## config.mk

```make
export PLATFORM = sky130hd
export DESIGN_NAME = disp_cmd_serializer
export DESIGN_NICKNAME = d
export VERILOG_FILES = /design/src/rtl/disp_cmd_serializer.sv
export SDC_FILE = /design/constraint.sdc
export NUM_CORES = 1
export LEC_CHECK = 0
export CORE_UTILIZATION = 48
export DETAILED_ROUTE_END_ITERATION = 10
export PLACE_DENSITY = 0.69
export SLEW_MARGIN = 20
export SYNTH_ARGS = -nofsm -noshare
export SYNTH_HDL_FRONTEND = slang
export SYNTH_SLANG_ARGS = --single-unit
```

## constraint.sdc

```tcl
create_clock -name clk -period 3.7 [get_ports clk]
set_input_delay 0.74 -clock clk [delete_from_list [all_inputs] [get_ports clk]]
set_output_delay 0.74 -clock clk [all_outputs]
set_load 0.01 [all_outputs]
```

## src/rtl/disp_cmd_serializer.sv

```systemverilog
// Serial command writer for LED-matrix driver chips: FIFO-buffered words shifted out
// MSB-first on sdo under a divided WR strobe, one active-low chip select per chip.
module disp_cmd_serializer #(
  parameter int WORD_W = 14,
  parameter int NCHIP  = 4,
  parameter int DIV    = 2,
  parameter int DEPTH  = 4,
  localparam int LEN_W  = $clog2(WORD_W + 1),
  localparam int CHIP_W = (NCHIP > 1) ? $clog2(NCHIP) : 1
) (
  input  logic              clk,
  input  logic              reset,
  input  logic              in_valid,
  output logic              in_ready,
  input  logic [WORD_W-1:0] in_data,
  input  logic [LEN_W-1:0]  in_len,
  input  logic [CHIP_W-1:0] in_chip,
  input  logic              in_hold,
  output logic [NCHIP-1:0]  cs_n,
  output logic              wr,
  output logic              sdo,
  output logic              busy,
  output logic              done
);

  localparam int PTR_W = $clog2(DEPTH);
  localparam int DIV_W = (DIV > 1) ? $clog2(DIV) : 1;
  localparam logic [DIV_W-1:0] DIV_LAST = DIV_W'(DIV - 1);
  localparam logic [DIV_W-1:0] DIV_PRE  = (DIV >= 2) ? DIV_W'(DIV - 2) : '0;

  typedef struct packed {
    logic [WORD_W-1:0] data;
    logic [LEN_W-1:0]  len;
    logic [CHIP_W-1:0] chip;
    logic              hold;
  } word_t;

  typedef enum logic [2:0] {IDLE, SETUP, LOW, HIGH, GAP} state_t;

  word_t             mem [DEPTH];
  logic [PTR_W-1:0]  wptr, rptr;
  logic [PTR_W:0]    count;
  word_t             head, in_word;
  logic              full, empty, push, pop;

  state_t            state;
  logic [DIV_W-1:0]  div_cnt;
  logic [LEN_W-1:0]  bit_idx;
  logic [WORD_W-1:0] cur_data;
  logic [CHIP_W-1:0] cur_chip;
  logic              cur_hold;
  logic              phase_end, bit_last, head_ok, merge_now, idle_like;

  assign full     = (count == (PTR_W+1)'(DEPTH));
  assign empty    = (count == '0);
  assign in_ready = !full;
  assign push     = in_valid && in_ready;
  assign head     = mem[rptr];
  assign busy     = (state != IDLE) || !empty;

  // Over-long words are clamped once on entry so the FSM only ever sees legal lengths.
  assign in_word.data = in_data;
  assign in_word.len  = (in_len > LEN_W'(WORD_W)) ? LEN_W'(WORD_W) : in_len;
  assign in_word.chip = in_chip;
  assign in_word.hold = in_hold;

  assign phase_end = (div_cnt == DIV_LAST);
  assign bit_last  = (bit_idx == '0);
  assign head_ok   = (head.len != '0) && ({1'b0, head.chip} < (CHIP_W+1)'(NCHIP));
  assign merge_now = (state == HIGH) && phase_end && bit_last && cur_hold && !empty
                     && head_ok && (head.chip == cur_chip);
  // The end of GAP acts as IDLE so back-to-back words see exactly DIV cycles of deselect.
  assign idle_like = (state == IDLE) || ((state == GAP) && phase_end);
  assign pop       = !empty && (idle_like || merge_now);

  // NOTE: storage array has no reset; only pointers and count define FIFO contents.
  always_ff @(posedge clk) begin
    if (push) mem[wptr] <= in_word;
  end

  // NOTE: sequential state uses non-blocking assignments so every register samples pre-edge values.
  always_ff @(posedge clk) begin
    if (!reset) begin
      wptr  <= '0;
      rptr  <= '0;
      count <= '0;
    end else begin
      if (push) wptr <= wptr + 1'b1;
      if (pop)  rptr <= rptr + 1'b1;
      case ({push, pop})
        2'b10:   count <= count + 1'b1;
        2'b01:   count <= count - 1'b1;
        default: count <= count;
      endcase
    end
  end

  always_ff @(posedge clk) begin
    if (!reset) begin
      state    <= IDLE;
      cs_n     <= '1;
      wr       <= 1'b1;
      sdo      <= 1'b0;
      done     <= 1'b0;
      div_cnt  <= '0;
      bit_idx  <= '0;
      cur_data <= '0;
      cur_chip <= '0;
      cur_hold <= 1'b0;
    end else begin
      done    <= 1'b0;
      div_cnt <= (state == IDLE || phase_end) ? '0 : div_cnt + 1'b1;
      case (state)
        IDLE: ;
        SETUP: if (phase_end) begin
          state <= LOW;
          wr    <= 1'b0;
          sdo   <= cur_data[bit_idx];
        end
        LOW: begin
          if (DIV == 1 && phase_end && bit_last) done <= 1'b1;
          if (phase_end) begin
            state <= HIGH;
            wr    <= 1'b1;
          end
        end
        HIGH: begin
          if (DIV >= 2 && div_cnt == DIV_PRE && bit_last) done <= 1'b1;
          if (phase_end) begin
            if (!bit_last) begin
              state   <= LOW;
              wr      <= 1'b0;
              bit_idx <= bit_idx - 1'b1;
              sdo     <= cur_data[bit_idx - 1'b1];
            end else if (merge_now) begin
              state    <= LOW;
              wr       <= 1'b0;
              cur_data <= head.data;
              cur_hold <= head.hold;
              bit_idx  <= head.len - 1'b1;
              sdo      <= head.data[head.len - 1'b1];
            end else begin
              state <= GAP;
              cs_n  <= '1;
              sdo   <= 1'b0;
            end
          end
        end
        GAP: if (phase_end) state <= IDLE;
        default: state <= IDLE;
      endcase
      // Head handling is shared by IDLE and the last GAP cycle; it overrides the case above.
      if (idle_like && !empty) begin
        if (head_ok) begin
          state    <= SETUP;
          cs_n     <= ~(NCHIP'(1) << head.chip);
          wr       <= 1'b1;
          sdo      <= 1'b0;
          cur_data <= head.data;
          cur_chip <= head.chip;
          cur_hold <= head.hold;
          bit_idx  <= head.len - 1'b1;
        end else begin
          done <= 1'b1;
        end
      end
    end
  end

endmodule

```

# Word-level counts from Yosys, hierarchy flattened
# Memory sizes are Yosys's and may differ from the RTL's. A register that Yosys moved wholly into a read port is not among the register bits.
# Cells that the tools add are included.
[op_classes]
n_addsub = 7
order_cmp = 4
eq_ne = 8
shift = 1
muxes = 64
bitwise_logic = 3
reduce_logical = 25
[op_table]
columns = ["operator", "n"]
rows = [
  ["14-bit two-way mux", 6],
  ["4-bit two-way mux", 13],
  ["1-bit two-way mux", 28],
  ["3-bit two-way mux", 8],
  ["4-bit by 5-bit < comparator with 1-bit output (second input constant)", 3],
  ["3-bit case mux with 5 select lines", 1],
  ["1-bit binary-select mux with 4-bit select", 3],
  ["1-bit logical AND", 11],
  ["4-bit by 1-bit subtractor with 4-bit output (second input constant)", 2],
  ["3-bit by 2-bit == test with 1-bit output (second input constant)", 2],
  ["3-bit == test (second input constant)", 2],
  ["3-bit logical NOT", 2],
  ["3-bit case mux with 2 select lines", 1],
  ["2-bit by 1-bit adder with 2-bit output (second input constant)", 2],
  ["4-bit greater-than comparator (second input constant)", 1],
  ["4-bit logical NOT", 1],
  ["1-bit logical OR", 4],
  ["2-bit two-way mux", 2],
  ["4-bit inverter", 1],
  ["4-bit nonzero test", 1],
  ["1-bit by 2-bit left shift with 4-bit output (first input constant)", 1],
  ["3-bit by 1-bit adder with 3-bit output (second input constant)", 1],
  ["3-bit by 1-bit == test with 1-bit output (second input constant)", 1],
  ["1-bit case mux with 3 select lines", 1],
  ["other kinds (12)", 14],
]
[totals]
reg_bits = 39
mem_bits_rw = 84
inputBits = 24
output_inout_bits = 9
wordCells = 126
memories = 1
[memory_table]
columns = ["name", "words", "word_bits", "read_ports", "rd_clocked_by_memory_dff", "wr", "line", "rtl"]
rows = [
  ["mem", 4, 21, 1, 1, 1, "40", "word_t mem [DEPTH];"],
]

# Depth between registers and ports, before layout
# Gate-level depths: netlist of run 1.
[logic_depth]
depth_word = 13
mapped_depth = 15
mapped_depth_nobuf = 12

# Least setup slack after synthesis of run 1
# No wires, ideal clock.
[synth_path]
kind = "register -> register"
startpoint = "register with a tool-made name"
endpoint = "register count[2]"
setup_ns = 0.076
arrival_ns = 3.616
required_ns = 3.624
setup_slack_ns = 0.009
stages_incl_launch_ff = 16
n_path_buf = 3
period_less_slack_ns = 3.691
cell_sequence = "dfxtp_1 > clkbuf_1 > mux4_1 > clkbuf_1 > inv_1 > ha_1 > nor3b_1 > or4_4 > buf_6 > nand2b_1 > ha_1 > inv_1 > fa_1 > xor2_1 > or3_1 > a21boi_0"
[synth_lines]
columns = ["item", "line", "rtl"]
rows = [
  ["to (signal assigned)", "91", "2'b10: count <= count + 1'b1;"],
  ["to (signal assigned)", "92", "2'b01: count <= count - 1'b1;"],
  ["to (signal assigned)", "93", "default: count <= count;"],
  ["to (decl)", "42", "logic [PTR_W:0] count;"],
]

==> flow_metrics.env, run 1 <==
export IMPL_status="completed"
export IMPL_design_area_um2=6601
export IMPL_rows=38
export IMPL_synth_area_um2=5473
export IMPL_syn_inst=366
export IMPL_start_util_pct=49.83
export IMPL_synth_yosys_seq_area_share_pct=61.09
export IMPL_final_setup_tns_ps=0
export IMPL_finalHoldViolations=0
export IMPL_yosys_warnings=0
export IMPL_path_clk_slew_ps=60
export IMPL_ir_drop_mv=0.4425
export IMPL_setup_violations=0
export IMPL_whs_ps=485.8
export IMPL_ctsRootBufferMaster="clkbuf_16"
export IMPL_drc=0
export IMPL_dp_hpwl_um=6242
export IMPL_final_common_cell="edfxtp_1"
export IMPL_grt_max_degree=39
export IMPL_cts_setup_buffers=0
export IMPL_crit_slowest_cell="mux4_2"
export IMPL_antenna_found_initial=0
export IMPL_dpl_cell_area_um2=5957
export IMPL_ioPinCount=33
export IMPL_maxSlewHeadroom_pct=52.23
export IMPL_slew_violations=0
export IMPL_max_stage_delay_ps=610
export IMPL_postSynth_asyncResetShare_pct=0
export IMPL_grt_pass1_vias=3181
export IMPL_ys_types=48
export IMPL_numCtsBuffers=17
export IMPL_dieArea_um2=11830
export IMPL_dr_total_vias=3119
export IMPL_crit_path_start_kind="flop"
export IMPL_die_x_um=108.8
export IMPL_cts_tree="done"
export IMPL_diodes=0
export IMPL_path_max_fanout=7
export IMPL_gr_total_overflow=0
export IMPL_dr_pass1_iters=5
export IMPL_worst_hold_path_type="reg2reg"
export IMPL_first_iter_violations=205
export IMPL_wl_um=9579
export IMPL_areaGrowthSynthToFinish_pct=20.62
export IMPL_core_um2=10980
export IMPL_synth_enable_flop_cells=84
export IMPL_routedWlPerCell_um=17.07
export IMPL_tightestPinTransition_ps=715.0
export IMPL_die_h_um=108.8
export IMPL_mostFrequentLayoutCells="edfxtp_1 (84), dfxtp_1 (41), clkdlybuf4s50_1 (32)"
export IMPL_critPathCaptureType="flop"
export IMPL_max_freq_mhz=293.4
export IMPL_avgViaCountPerCell=5.560
export IMPL_power_mw=5.506
export IMPL_period_needed_ps=3408
export IMPL_synthesis_nets=400
export IMPL_cp_required_ps=4030
export IMPL_crit_type="reg2reg"
export IMPL_p_per_area_nw_per_um2=834.1
export IMPL_grt_usage_pct=18.55
export IMPL_rsz0062_at_grt="false"
export IMPL_fin_skew_ps=7.662
export IMPL_cts_buffer_depth=2
export IMPL_avgSynthCellArea_um2=14.95
export IMPL_cp_common_cell="xor2_1"
export IMPL_post_route_period_util_pct=92.11
export IMPL_synth_seq_cells=125
export IMPL_path_cells="mux4_2, xor2_1, or4_4, nand2b_1, ha_1, inv_1, fa_1, xor2_1, or3_1, a21boi_0"
export IMPL_grt_first_pass_wirelength_um=15930
export IMPL_cts_num_sinks=125
export IMPL_synth_main_ff_cell="edfxtp_1"
export IMPL_io_buffer_count=32
export IMPL_ant_nets=0
export IMPL_drive_above_1_share_pct=15.91
export IMPL_nets=442
export IMPL_ctsResizeCount=0
export IMPL_place_gp_congestion=0.8576
export IMPL_insertion_delay_ps=410
export IMPL_cts_htree_levels=4
export IMPL_power_leakage_nw=2.353
export IMPL_cap_violations=0
export IMPL_cts_hold_buffers=0
export IMPL_arrival_ps=3740
-- critical path, delay by kind of cell (launching register included) --
| kind | cells | cell delay [ps] |
|---|---|---|
| AND/OR/NAND/NOR | 3 | 1060 |
| multiplexers | 1 | 610 |
| adder cells (fa/ha/maj) | 2 | 550 |
| flip-flops | 1 | 530 |
| XOR/XNOR | 2 | 340 |
| AO/OA/AOI/OAI | 1 | 180 |
| buffers and inverters | 1 | 60 |
-- sequential cells by signal, summed over array words and instances (netlist names), named ones only --
name,flops
cs_n,4
sdo,1
wptr,2
done,1
div_cnt,1
rptr,2
state,3
count,3
cur_chip,2
bit_idx,4
cur_hold,1
cur_data,14
mem,84
wr,1
-- path summary, 6_finish.rpt --
| kind | from | endpoint | slack [ps] | depth (start not counted) |
|---|---|---|---|---|
| worst max register to register | flop | count[2] | 290 | 10 |
| worst min-delay path | cur_chip[0] | cur_chip[0] | 490 | 2 |
| worst min register to register | cur_chip[0] | cur_chip[0] | 490 | 2 |
| worst max-delay path | flop | count[2] | 290 | 10 |
-- cell type report --
class,count,area [um^2]
Fill cell,832,4382
Timing Repair Buffer,45,417.9
Multi-Input combinational cell,207,1976
Tap cell,140,175.2
Inverter,12,45.04
Clock buffer,17,425.4
Sequential cell,125,3343
Clock inverter,15,219.0
-- cell usage after synthesis (4+ instances only) --
library cell	instances	area share (%)
a21boi_0	4	0.55
a21oi_1	9	0.82
and2_1	6	0.69
and3_1	4	0.46
clkbuf_1	16	1.1
dfxtp_1	41	15
edfxtp_1	84	46
ha_1	9	2.1
inv_1	12	0.82
mux2i_1	28	5.1
mux4_1	9	4.3
mux4_2	19	7.8
nand2_1	14	0.96
nand2b_1	5	0.57
nand3_1	7	0.64
nor2_1	11	0.75
nor2b_1	20	2.3
nor3_1	6	0.55
nor3b_1	4	0.55
o21ai_0	8	0.73
xnor2_1	4	0.64
xor2_1	6	0.96
-- per-stage QoR --
step	setup slack (ps)	std cells	utilization, %
after CTS	263.4	561	60.10
after detailed placement	288.1	529	54.24
after floorplan	8.745	366	-
after global routing	102.3	561	60.10
after global placement	407.5	529	54.24
final	292.1	561	60.10
-- cell families after synthesis --
logic type / Yosys count / share of synthesized area [%]
DFF: 125 / 61.09
and+or+nand+nor: 92 / 9.900
muxes: 57 / 17.47
AOI/OAI and AO/OA: 38 / 4.710
buffers and inverters: 34 / 2.812
xor gates and xnor gates: 10 / 1.600
adders and majority gates: 10 / 2.423
-- where the power goes --
| group | internal (mW) | switching (mW) |
|---|---|---|
| combinational | 0.873 | 0.924 |
| clock | 1.19 | 0.602 |
| sequential | 1.75 | 0.167 |
-- layer usage --
layer	vias to the layer above	share of wire [%]	global-route usage [%]	wire length, um
met5	-	0	0	0
met4	0	1.0	6.660	97
met3	9	4.4	6.396	423
met2	75	50	29.34	4769
met1	1552	45	23.78	4288
li1	1483	-	-	-
Note: power is estimated with default switching activity, not from simulation.
==> run 2: changes to the inputs <==
- ABC_AREA: not set -> 1
- PLACE_DENSITY: 0.69 -> 0.66
- clock period: 3.7 -> 3.4 ns (I/O delays scaled with it)
==> flow_metrics.env, run 2 <==
export IMPL_dp_cells=777
export IMPL_core_um2=11520
export IMPL_cts_num_sinks=125
export IMPL_final_setup_tns_ps=0
export IMPL_nets=687
export IMPL_wl_um=12500
export IMPL_tightestPinTransition_ps=765.2
export IMPL_synth_yosys_seq_area_share_pct=58.34
export IMPL_ctsRootBufferMaster="clkbuf_16"
export IMPL_areaGrowthSynthToFinish_pct=20.33
export IMPL_yosys_warnings=0
export IMPL_p_per_area_nw_per_um2=972.8
export IMPL_status="finished, violations left"
export IMPL_r2r_end="count[2]"
export IMPL_cts_buffer_depth=2
export IMPL_drc=2
export IMPL_violations="design-rule violations"
export IMPL_first_iter_violations=282
export IMPL_path_cells="inv_4, nand2_1, nand3_1, nand2_1, ha_1, nand3_2, nand2_2, nor2_8, inv_1, nand2_1, ha_1, inv_1, fa_1, a21oi_1, o21ai_0, o21ai_0, a21oi_1"
export IMPL_yosysTopAreaCell="edfxtp_1"
export IMPL_cts_htree_levels=4
export IMPL_dpl_cell_area_um2=6241
export IMPL_synth_area_um2=5730
export IMPL_r2r_slack_ps=480
export IMPL_ys_types=42
export IMPL_whs_ps=476.0
export IMPL_insertion_delay_ps=430
export IMPL_rsz0062_at_grt="false"
export IMPL_synthTopCellsByArea="edfxtp_1 (44%), dfxtp_1 (14%), nand2_1 (11%)"
export IMPL_finalHoldViolations=0
export IMPL_final_common_cell="nand2_1"
export IMPL_crit_slowest_cell="dfxtp_1"
export IMPL_largest_reg_flops=84
export IMPL_slew_violations=0
export IMPL_cts_setup_buffers=0
export IMPL_start_util_pct=49.76
export IMPL_top_register="mem"
export IMPL_setup_violations=0
export IMPL_die_x_um=111.3
export IMPL_dr_total_vias=4293
export IMPL_post_route_period_util_pct=85.80
export IMPL_path_clk_slew_ps=60
export IMPL_dr_pass1_iters=7
export IMPL_gr_total_overflow=0
export IMPL_grt_max_degree=30
export IMPL_cp_common_cell="nand2_1"
export IMPL_ant_nets=0
export IMPL_design_area_um2=6895
export IMPL_finalNonFillerCells=809
export IMPL_dieArea_um2=12380
export IMPL_drive_above_1_share_pct=10.66
export IMPL_crit_type="reg2reg"
export IMPL_power_leakage_nw=2.764
export IMPL_syn_inst=614
export IMPL_cts_tree="done"
export IMPL_max_stage_delay_ps=400
export IMPL_cp_required_ps=3710
export IMPL_mostFrequentLayoutCells="nand2_1 (164), edfxtp_1 (84), nand3_1 (62)"
export IMPL_grt_pass1_vias=4216
export IMPL_synthesis_nets=648
export IMPL_maxSlewHeadroom_pct=48.93
export IMPL_grt_usage_pct=22.26
export IMPL_place_gp_congestion=0.9310
export IMPL_antenna_found_initial=0
export IMPL_dp_hpwl_um=8651
export IMPL_min_from="cur_data[11]"
export IMPL_whs_path_depth=2
export IMPL_synth_enable_flop_cells=84
export IMPL_critPathCaptureType="flop"
export IMPL_whs_endpoint="cur_data[11]"
export IMPL_yosysTopAreaCellShare_pct=44.02
export IMPL_grt_first_pass_wirelength_um=20890
export IMPL_diodes=0
export IMPL_postSynth_asyncResetShare_pct=0
export IMPL_max_freq_mhz=342.8
export IMPL_ioPinCount=33
export IMPL_period_needed_ps=2917
export IMPL_preCtsSetupSlack_ps=505.0
export IMPL_synth_common_cells="nand2_1 (164), edfxtp_1 (84), nand3_1 (62)"
export IMPL_rows=39
export IMPL_path_max_fanout=29
export IMPL_cap_violations=0
export IMPL_cts_hold_buffers=0
export IMPL_ir_drop_mv=0.4475
export IMPL_avgViaCountPerCell=5.307
export IMPL_fin_ws_ps=482.6
export IMPL_worstRegToRegCells=17
export IMPL_synth_main_ff_cell="edfxtp_1"
export IMPL_io_buffer_count=32
export IMPL_die_h_um=111.3
export IMPL_avgSynthCellArea_um2=9.333
export IMPL_synth_seq_cells=125
export IMPL_routedWlPerCell_um=15.45
export IMPL_ctsResizeCount=0
export IMPL_fin_skew_ps=14.32
export IMPL_worst_hold_path_type="reg2reg"
export IMPL_arrival_ps=3220
export IMPL_reg_top3="mem: 84 flops, cur_data: 14 flops"
export IMPL_yosysMostFrequentCell="nand2_1"
export IMPL_numCtsBuffers=17
export IMPL_crit_path_start_kind="flop"
[run 2: cell count changes after synthesis, moves of 27 or more]
cell     delta
nand2_1   +150
nand3_1    +55
inv_1      +44
nor2_1     +34
mux2i_1    -28
a21oi_1    +27
o21ai_0    +27
[run 2: critical path, delay by kind of cell (launching register included)]
kind / cells / cell delay (ps)
and+or+nand+nor: 7 / 750
DFF: 1 / 400
adders and majority gates: 3 / 740
buffers and inverters: 3 / 390
AOI/OAI and AO/OA: 4 / 500
[run 2: cell families after synthesis]
family | synth area share [%]
AOI/OAI and AO/OA | 9.018
adders and majority gates | 2.314
buffers and inverters | 6.812
and+or+nand+nor | 22.93
xor gates and xnor gates | 0.5897
DFF | 58.34
[run 2: how the worst max path moves through the flow]
stage	start	slack (ps)	endpoint	cells after the start
5_1_grt	flop	180	count[2]	17
2_1_floorplan	bit_idx[0]	620	count[2]	17
3_3_place_gp	flop	630	count[2]	17
6_report	flop	480	count[2]	17
4_1_cts	flop	500	count[2]	17
3_5_place_dp	flop	510	count[2]	17
[run 2: metal layers]
layer | wire length (um) | part of all wire [%] | track usage (%)
met2 | 5842 | 47 | 35.88
met4 | 301 | 2.4 | 10.00
met1 | 5768 | 46 | 27.93
met5 | 0 | 0 | 0
met3 | 589 | 4.7 | 6.178
[run 2: power by group]
part / internal (mW) / switching (mW) / total (mW) / leakage, nW
logic: 0.881 / 1.71 / 2.59 / 1.34
registers: 1.92 / 0.172 / 2.10 / 1.11
clock network: 1.37 / 0.649 / 2.02 / 0.313
[run 2: metrics by stage]
step | util (%) | total power [mW]
after floorplan | - | 4.047
after global placement | 54.19 | 4.634
after detailed placement | 54.19 | 4.679
after CTS | 59.88 | 6.718
after global routing | 59.88 | 7.169
final | 59.88 | 6.708
[run 2: final cells by class]
type                            instances  area, um^2
Clock buffer                           20       436.7
Clock inverter                         12       217.7
Fill cell                             957        4621
Inverter                               61       236.5
Multi-Input combinational cell        402        2007
Sequential cell                       125        3343
Tap cell                              143       178.9
Timing Repair Buffer                   46       475.5
